**src/rtl/riscv_mem_pkg.sv**
```systemverilog
// Shared decode constants and types for the data-memory / MMIO responder.
package riscv_mem_pkg;

  localparam logic [15:0] MMIO_PAGE    = 16'hFFFF;

  localparam logic [15:0] OFF_TXDATA   = 16'h0000;
  localparam logic [15:0] OFF_STATUS   = 16'h0004;
  localparam logic [15:0] OFF_MTIME    = 16'h0008;
  localparam logic [15:0] OFF_MTIMECMP = 16'h000C;

  // STATUS register bit positions
  localparam int unsigned ST_IRQ   = 0;
  localparam int unsigned ST_EMPTY = 1;
  localparam int unsigned ST_FULL  = 2;
  localparam int unsigned ST_OVF   = 3;

  typedef enum logic [2:0] {
    SEL_RAM,
    SEL_TXDATA,
    SEL_STATUS,
    SEL_MTIME,
    SEL_MTIMECMP,
    SEL_NONE
  } mmio_sel_e;

  // Address bits [1:0] never take part in decode.
  function automatic mmio_sel_e decode_sel(input logic [31:0] addr);
    mmio_sel_e   sel;
    logic [15:0] off;
    off = {addr[15:2], 2'b00};
    sel = SEL_NONE;
    if (addr[31:16] != MMIO_PAGE) begin
      sel = SEL_RAM;
    end else begin
      case (off)
        OFF_TXDATA:   sel = SEL_TXDATA;
        OFF_STATUS:   sel = SEL_STATUS;
        OFF_MTIME:    sel = SEL_MTIME;
        OFF_MTIMECMP: sel = SEL_MTIMECMP;
        default:      sel = SEL_NONE;
      endcase
    end
    return sel;
  endfunction

endpackage

```
**src/rtl/dmem_mmio_responder_if.sv**
```systemverilog
// Core data-memory port plus console byte-sink handshake and interrupt line.
interface dmem_mmio_responder_if;
  logic        MemWrite;
  logic [31:0] Addr;
  logic [31:0] WriteData;
  logic [31:0] ReadData;
  logic [7:0]  tx_data;
  logic        tx_valid;
  logic        tx_ready;
  logic        irq;

  // Core and byte sink side
  modport master (
    output MemWrite, Addr, WriteData, tx_ready,
    input  ReadData, tx_data, tx_valid, irq
  );

  // Responder side
  modport slave (
    input  MemWrite, Addr, WriteData, tx_ready,
    output ReadData, tx_data, tx_valid, irq
  );
endinterface

```
**src/rtl/tx_fifo.sv**
```systemverilog
// Console TX byte FIFO. A push while full is only accepted when a pop happens in the
// same cycle; head reads zero when empty.
module tx_fifo #(
  parameter int unsigned DEPTH = 8,
  parameter int unsigned WIDTH = 8
) (
  input  logic                         clk_i,
  input  logic                         rst_ni,
  input  logic                         push_i,
  input  logic [WIDTH-1:0]             wdata_i,
  output logic                         full_o,
  input  logic                         pop_i,
  output logic                         empty_o,
  output logic [WIDTH-1:0]             head_o,
  output logic [$clog2(DEPTH+1)-1:0]   count_o
);

  localparam int unsigned PW = $clog2(DEPTH);
  localparam int unsigned CW = $clog2(DEPTH + 1);

  logic [WIDTH-1:0] storage [DEPTH];
  logic [PW-1:0]    wptr_q, wptr_d;
  logic [PW-1:0]    rptr_q, rptr_d;
  logic [CW-1:0]    cnt_q, cnt_d;
  logic             do_push, do_pop;

  assign full_o  = (cnt_q == CW'(DEPTH));
  assign empty_o = (cnt_q == '0);
  assign count_o = cnt_q;
  assign head_o  = empty_o ? '0 : storage[rptr_q];

  assign do_pop  = pop_i && !empty_o;
  assign do_push = push_i && (!full_o || do_pop);

  // Pointer and occupancy next state; pointers wrap naturally since DEPTH is a power of two
  always_comb begin
    wptr_d = wptr_q;
    rptr_d = rptr_q;
    cnt_d  = cnt_q;
    if (do_push) wptr_d = wptr_q + PW'(1);
    if (do_pop)  rptr_d = rptr_q + PW'(1);
    case ({do_push, do_pop})
      2'b10:   cnt_d = cnt_q + CW'(1);
      2'b01:   cnt_d = cnt_q - CW'(1);
      default: cnt_d = cnt_q;
    endcase
  end

  // Control state register
  always_ff @(posedge clk_i or negedge rst_ni) begin
    if (!rst_ni) begin
      wptr_q <= '0;
      rptr_q <= '0;
      cnt_q  <= '0;
    end else begin
      wptr_q <= wptr_d;
      rptr_q <= rptr_d;
      cnt_q  <= cnt_d;
    end
  end

  // Byte storage, not reset
  always_ff @(posedge clk_i) begin
    if (do_push) storage[wptr_q] <= wdata_i;
  end

endmodule

```
**src/rtl/dmem_mmio_responder.sv**
```systemverilog
// Data-port responder: word RAM plus MMIO page (console TX FIFO, STATUS, optional timer).
// Optional timer built when MMIO_TIMER_EN is defined.
module dmem_mmio_responder
  import riscv_mem_pkg::*;
#(
  parameter int unsigned MEM_WORDS  = 64,
  parameter int unsigned FIFO_DEPTH = 8
) (
  input  logic                 clk,
  input  logic                 reset,
  dmem_mmio_responder_if.slave bus
);

  localparam int unsigned AW = $clog2(MEM_WORDS);
  localparam int unsigned CW = $clog2(FIFO_DEPTH + 1);

  mmio_sel_e   sel;
  logic [AW-1:0] ram_idx;
  logic [31:0] mem [MEM_WORDS];
  logic [31:0] status_rd;

  logic          fifo_push, fifo_pop, fifo_full, fifo_empty, fifo_drop;
  logic [CW-1:0] fifo_count;
  logic          ovf_q, ovf_d;
  logic          irq_pend;
  logic          status_wr;

  assign sel       = decode_sel(bus.Addr);
  assign ram_idx   = bus.Addr[AW+1:2];
  assign status_wr = bus.MemWrite && (sel == SEL_STATUS);

  assign fifo_push = bus.MemWrite && (sel == SEL_TXDATA);
  assign fifo_pop  = bus.tx_valid && bus.tx_ready;
  // A push into a full FIFO survives only when a pop frees a slot the same cycle
  assign fifo_drop = fifo_push && (fifo_count == CW'(FIFO_DEPTH)) && !fifo_pop;

  tx_fifo #(
    .DEPTH (FIFO_DEPTH),
    .WIDTH (8)
  ) u_tx_fifo (
    .clk_i   (clk),
    .rst_ni  (reset),
    .push_i  (fifo_push),
    .wdata_i (bus.WriteData[7:0]),
    .full_o  (fifo_full),
    .pop_i   (fifo_pop),
    .empty_o (fifo_empty),
    .head_o  (bus.tx_data),
    .count_o (fifo_count)
  );

  assign bus.tx_valid = !fifo_empty;

  // RAM write port; contents survive reset
  always_ff @(posedge clk) begin
    if (bus.MemWrite && (sel == SEL_RAM)) mem[ram_idx] <= bus.WriteData;
  end

  // Overflow flag: W1C, hardware set wins a same-cycle clear
  always_comb begin
    ovf_d = ovf_q;
    if (status_wr && bus.WriteData[ST_OVF]) ovf_d = 1'b0;
    if (fifo_drop) ovf_d = 1'b1;
  end

  // Overflow flag register
  always_ff @(posedge clk or negedge reset) begin
    if (!reset) ovf_q <= 1'b0;
    else        ovf_q <= ovf_d;
  end

`ifdef MMIO_TIMER_EN
  logic [31:0] mtime_q, mtime_d;
  logic [31:0] mtimecmp_q, mtimecmp_d;
  logic        irq_pend_q, irq_pend_d;

  // Timer next state; a software load of MTIME replaces that cycle's increment
  always_comb begin
    mtime_d    = mtime_q + 32'd1;
    mtimecmp_d = mtimecmp_q;
    irq_pend_d = irq_pend_q;
    if (bus.MemWrite && (sel == SEL_MTIME))    mtime_d    = bus.WriteData;
    if (bus.MemWrite && (sel == SEL_MTIMECMP)) mtimecmp_d = bus.WriteData;
    if (status_wr && bus.WriteData[ST_IRQ])    irq_pend_d = 1'b0;
    if (mtime_q == mtimecmp_q)                 irq_pend_d = 1'b1;
  end

  // Timer registers
  always_ff @(posedge clk or negedge reset) begin
    if (!reset) begin
      mtime_q    <= '0;
      mtimecmp_q <= 32'hFFFF_FFFF;
      irq_pend_q <= 1'b0;
    end else begin
      mtime_q    <= mtime_d;
      mtimecmp_q <= mtimecmp_d;
      irq_pend_q <= irq_pend_d;
    end
  end

  assign irq_pend = irq_pend_q;
`else
  assign irq_pend = 1'b0;
`endif

  assign bus.irq = irq_pend;
  assign status_rd = {28'b0, ovf_q, fifo_full, fifo_empty, irq_pend};

  // Zero-latency load mux
  always_comb begin
    bus.ReadData = '0;
    unique case (sel)
      SEL_RAM:      bus.ReadData = mem[ram_idx];
      SEL_STATUS:   bus.ReadData = status_rd;
`ifdef MMIO_TIMER_EN
      SEL_MTIME:    bus.ReadData = mtime_q;
      SEL_MTIMECMP: bus.ReadData = mtimecmp_q;
`endif
      default:      bus.ReadData = '0;
    endcase
  end

endmodule
```
**src/flat_wrapper.sv**
```systemverilog
// flat-port wrapper written by rule: the top's interface ports become plain ports
module dmem_mmio_responder_flat import riscv_mem_pkg::*;
#(
  parameter int unsigned MEM_WORDS  = 64,
  parameter int unsigned FIFO_DEPTH = 8
)
  (clk, reset, bus_MemWrite, bus_Addr, bus_WriteData, bus_tx_ready, bus_ReadData, bus_tx_data, bus_tx_valid, bus_irq);
  dmem_mmio_responder_if bus_i ();
  input  logic clk;
  input  logic reset;
  input wire logic [$bits(bus_i.MemWrite)-1:0] bus_MemWrite;
  input wire logic [$bits(bus_i.Addr)-1:0] bus_Addr;
  input wire logic [$bits(bus_i.WriteData)-1:0] bus_WriteData;
  input wire logic [$bits(bus_i.tx_ready)-1:0] bus_tx_ready;
  output wire logic [$bits(bus_i.ReadData)-1:0] bus_ReadData;
  output wire logic [$bits(bus_i.tx_data)-1:0] bus_tx_data;
  output wire logic [$bits(bus_i.tx_valid)-1:0] bus_tx_valid;
  output wire logic [$bits(bus_i.irq)-1:0] bus_irq;
  assign bus_i.MemWrite = bus_MemWrite;
  assign bus_i.Addr = bus_Addr;
  assign bus_i.WriteData = bus_WriteData;
  assign bus_i.tx_ready = bus_tx_ready;
  assign bus_ReadData = bus_i.ReadData;
  assign bus_tx_data = bus_i.tx_data;
  assign bus_tx_valid = bus_i.tx_valid;
  assign bus_irq = bus_i.irq;
  dmem_mmio_responder #(.MEM_WORDS(MEM_WORDS), .FIFO_DEPTH(FIFO_DEPTH)) u_core (.clk(clk), .reset(reset), .bus(bus_i));
endmodule
```
**config.mk**
```make
export PLATFORM = sky130hd
export DESIGN_NAME = dmem_mmio_responder_flat
export DESIGN_NICKNAME = d
export VERILOG_FILES = /design/src/rtl/riscv_mem_pkg.sv /design/src/rtl/dmem_mmio_responder_if.sv /design/src/rtl/tx_fifo.sv /design/src/rtl/dmem_mmio_responder.sv /design/src/flat_wrapper.sv
export SDC_FILE = /design/constraint.sdc
export NUM_CORES = 2
export LEC_CHECK = 0
export BUFFER_PORTS_ARGS = -buffer_cell sky130_fd_sc_hd__buf_2
export CAP_MARGIN = 20
export CORE_UTILIZATION = 50
export CTS_BUF_LIST = sky130_fd_sc_hd__clkbuf_4
export CTS_CLUSTER_DIAMETER = 80
export DETAILED_ROUTE_END_ITERATION = 7
export PLACE_DENSITY = 0.73
export REMOVE_ABC_BUFFERS = 1
export SLEW_MARGIN = 30
export SYNTH_ARGS = -nofsm -noshare
export SYNTH_HDL_FRONTEND = slang
export SYNTH_HIERARCHICAL = 1
export SYNTH_SLANG_ARGS = --single-unit
```
**constraint.sdc**
```tcl
create_clock -name clk -period 7.4 [get_ports clk]
set_input_delay 1.48 -clock clk [delete_from_list [all_inputs] [get_ports clk]]
set_output_delay 1.48 -clock clk [all_outputs]
set_load 0.01 [all_outputs]
```
==> parameters.txt <==
Parameter                              Value

Run status
  Status    completed

Yosys
  Ys flop type    sky130_fd_sc_hd__edfxtp_1
  #FFs+latches synth    2,123
  EDFF count, synth    between 2,000 and 2,500
  Unique cell type count in the Yosys netlist    53
  Cell area after synthesis    81,400 um^2
  Portion of the post-synthesis area used by sequential elements    0.782
  Mean area per synthesized cell    23.5 um^2
  Warnings, synthesis    6
  Instance count of the mapped netlist    3,473
  Proportion of synthesized flip-flops having asynchronous set or reset    0.00518

Global routing
  Via count of the first global-routing pass    42,100
  Number of antenna violations at the first check in global routing    9
  GR Overflow Total    0
  Global-route wire length before repair    289 mm
  Total GRT Usage    0.250
  Largest net degree at the start of global routing    74

Die
  Number of core rows    147
  Die height    406 um
  Boundary Pins    110
  Die footprint    approximately 160,000 um^2
  Initial core utilization    0.505
  Horiz. Die Dim    around 400 um
  Core area    161,000 um^2

Route
  Met3 wirelength from detailed routing    25.2 mm
  Uppermost layer routed    met5
  Antenna violation net count after detailed routing    0
  DRC Markers    0
  Wl on met1    75.7 mm
  Wire length per cell after detailed routing    30.6 um
  Total iterations of the first detailed-routing run    5
  Routed WL    a little over 200 mm
  Routed via count divided by cell count    6.25
  Count of vias placed by the detailed router    41,500
  Met2 WL post-DR    approximately 95 mm
  Number of DRC markers in iteration 0    5,423

Hold path
  Worst min-delay path category    flip-flop to flip-flop
  Instance count along the most critical hold path    1

Critical path
  Required arrival time at the worst endpoint    5920 ps
  Endpoint arrival time on the critical path    4770 ps
  Depth of the worst register-to-register path    10
  Startpoint-to-endpoint class of the critical path    primary input to output port
  CP Capture Type    output port
  Highest fanout seen on the critical path    69
  Nature of the critical path startpoint    primary input

Clock network
  Clock slew at the register clock pins of the worst setup and hold paths    60 ps
  Clock tree root buffer cell    sky130_fd_sc_hd__clkbuf_4
  CTS H-tree depth    6
  Clock buffers created by TritonCTS    539
  Max Buffers Root-to-Sink    4
  Clk_lat worst skew    1280 ps
  CTS tree    done
  Count of cells resized by post-cts repair    0
  Clock net sink count    around 2,100

Timing
  Final sum of negative setup slack    0 ps
  Setup-violating endpoint count in the final report    0
  Worst-Margin Slew    ~1200 ps
  Final Critical Period    6250 ps
  Final number of hold-violating endpoints    0
  Worst clock skew on the final layout    36.5 ps
  Fin crit share    0.844
  Setup repair after global routing missed its margin    false
  Relative slew margins    0.231
  Number of max-slew violations in the final report    0
  F_max    160 MHz

Finish
  Highest-count cells in the layout ignoring fill and taps    sky130_fd_sc_hd__edfxtp_1, sky130_fd_sc_hd__clkbuf_4, sky130_fd_sc_hd__mux4_2, sky130_fd_sc_hd__buf_4, sky130_fd_sc_hd__buf_2
  Share of layout cells above drive strength 1    0.408
  Total Nets Final    4,213
  Leading cell type in the layout, fill and taps excluded    sky130_fd_sc_hd__edfxtp_1
  Synth-to-Final Area Change    14.1%

Pwr
  Ratio of total power to cell area    between 200 and 300 nW/um^2
  Final Total Pwr    around 25 mW
  Peak supply drop    around 0.18 mV
  Cell leakage power    between 20 and 30 nW

Placement
  GPL Wtd Cong    0.833
  HPWL reported at the end of detailed placement    115 mm
  Number of I/O port buffers    about 110

Run
  Max-cap check violation count    0
-- worst paths after layout --
kind | slack [ps] | start | end
max reg2reg | 3800 | u_core/u_tx_fifo/count_o[2] | u_core/u_tx_fifo/count_o[3]
min | 520 | u_core/u_tx_fifo/wptr_q[0] | u_core/u_tx_fifo/wptr_q[0]
min reg2reg | 520 | u_core/u_tx_fifo/wptr_q[0] | u_core/u_tx_fifo/wptr_q[0]
max | 1150 | bus_Addr[3] | bus_ReadData[29]
max in group asynchronous | 6560 | reset | u_core/u_tx_fifo/rptr_q[0]
min in group asynchronous | 610 | reset | u_core/u_tx_fifo/count_o[0]
-- worst max-delay path, cell delays in order --
cell and delay, ps:
sky130_fd_sc_hd__buf_8 460, sky130_fd_sc_hd__buf_4 600, sky130_fd_sc_hd__mux4_2 390, sky130_fd_sc_hd__mux4_2 520, sky130_fd_sc_hd__mux2i_1 630, sky130_fd_sc_hd__a21oi_1 300, sky130_fd_sc_hd__buf_2 210
-- what timing repair did --
item,in CTS,in global routing
buffers inserted,0,0
hold buffers,1,0
endpoints found under the hold margin,11,0
-- cell usage after synthesis, drive strengths merged (2+ instances only) --
cell type  instances  share of area
edfxtp          2112           0.78
mux4             572           0.16
buf              111         0.0085
nor2              96         0.0044
clkbuf            80         0.0037
mux2i             66         0.0081
o22ai             58         0.0045
mux2              51         0.0071
nand2             49         0.0023
a22oi             46         0.0042
a21oi             26         0.0016
and3              26         0.0020
o21ai             25         0.0015
nor4              22         0.0017
nor3              21         0.0014
nand3             12        0.00074
o211ai            12         0.0011
dfrtp             11         0.0034
inv                9        0.00041
nand2b             9        0.00069
nand4              7        0.00054
nor2b              6        0.00046
ha                 4        0.00061
o221ai             4        0.00043
or4                4        0.00041
xnor2              4        0.00043
a22o               3        0.00032
and2               3        0.00023
or3                3        0.00023
a2111oi            2        0.00022
a31oi              2        0.00015
or2                2        0.00015
xor2               2        0.00022
-- metrics by stage --
| step | hold WS (ps) | utilization | instance area [um^2] | worst slack [ps] | std cells |
|---|---|---|---|---|---|
| 2_1_floorplan | 474 | - | 80500 | 1290 | 3282 |
| 3_3_place_gp | 508 | 0.532 | 85700 | 1050 | 5734 |
| 3_5_place_dp | 510 | 0.536 | 86300 | 1140 | 5756 |
| 4_1_cts | 478 | 0.576 | 92800 | 1140 | 6626 |
| 5_1_grt | 553 | 0.577 | 92900 | 1010 | 6636 |
| 6_report | 515 | 0.577 | 93000 | 1150 | 6639 |
-- cell families (layout without fill, tap and decap cells) --
kind of cell | count (synthesis) | after routing | share of synthesized area
flip-flops | 2123 | 2123 | 0.782
multiplexers | 689 | 689 | 0.173
AND/OR/NAND/NOR | 262 | 262 | 0.0154
buffers and inverters | 200 | 1195 | 0.0126
AO/OA/AOI/OAI | 187 | 187 | 0.0150
XOR/XNOR | 6 | 6 | 0.000645
adder cells (fa/ha/maj) | 5 | 5 | 0.000860
other | 1 | 12 | 0.0000460
-- power by group --
group	leakage [nW]	total (mW)	internal (mW)	switching (mW)
Clock	3.91	9.60	5.17	4.43
Combinational	6.79	1.62	0.672	0.945
Sequential	19.1	13.4	13.3	0.104
-- layer usage --
metal,vias up,global-route usage
met5,-,0
met4,8,0.0958
met3,477,0.0672
met2,2832,0.381
met1,21600,0.349
li1,16600,-
-- flip-flops by register name (all words and copies together) (netlist names) --
signal	flops
u_core/mem	2048
u_core/ovf_q	1
u_core/u_tx_fifo/count_o	4
u_core/u_tx_fifo/rptr_q	3
u_core/u_tx_fifo/storage	64
u_core/u_tx_fifo/wptr_q	3
-- cell type report --
| cell class | instances | area [um^2] |
|---|---|---|
| Multi-Input combinational cell | 1150 | 17200 |
| Fill cell | 11500 | 68200 |
| Sequential cell | 2123 | 63700 |
| Antenna cell | 11 | 27.5 |
| Timing Repair Buffer | 317 | 2780 |
| Inverter | 9 | 41.3 |
| Clock buffer | 759 | 5700 |
| Clock inverter | 110 | 798 |
| Tap cell | 2160 | 2700 |
No activity file was read; power rests on OpenSTA's default activity.
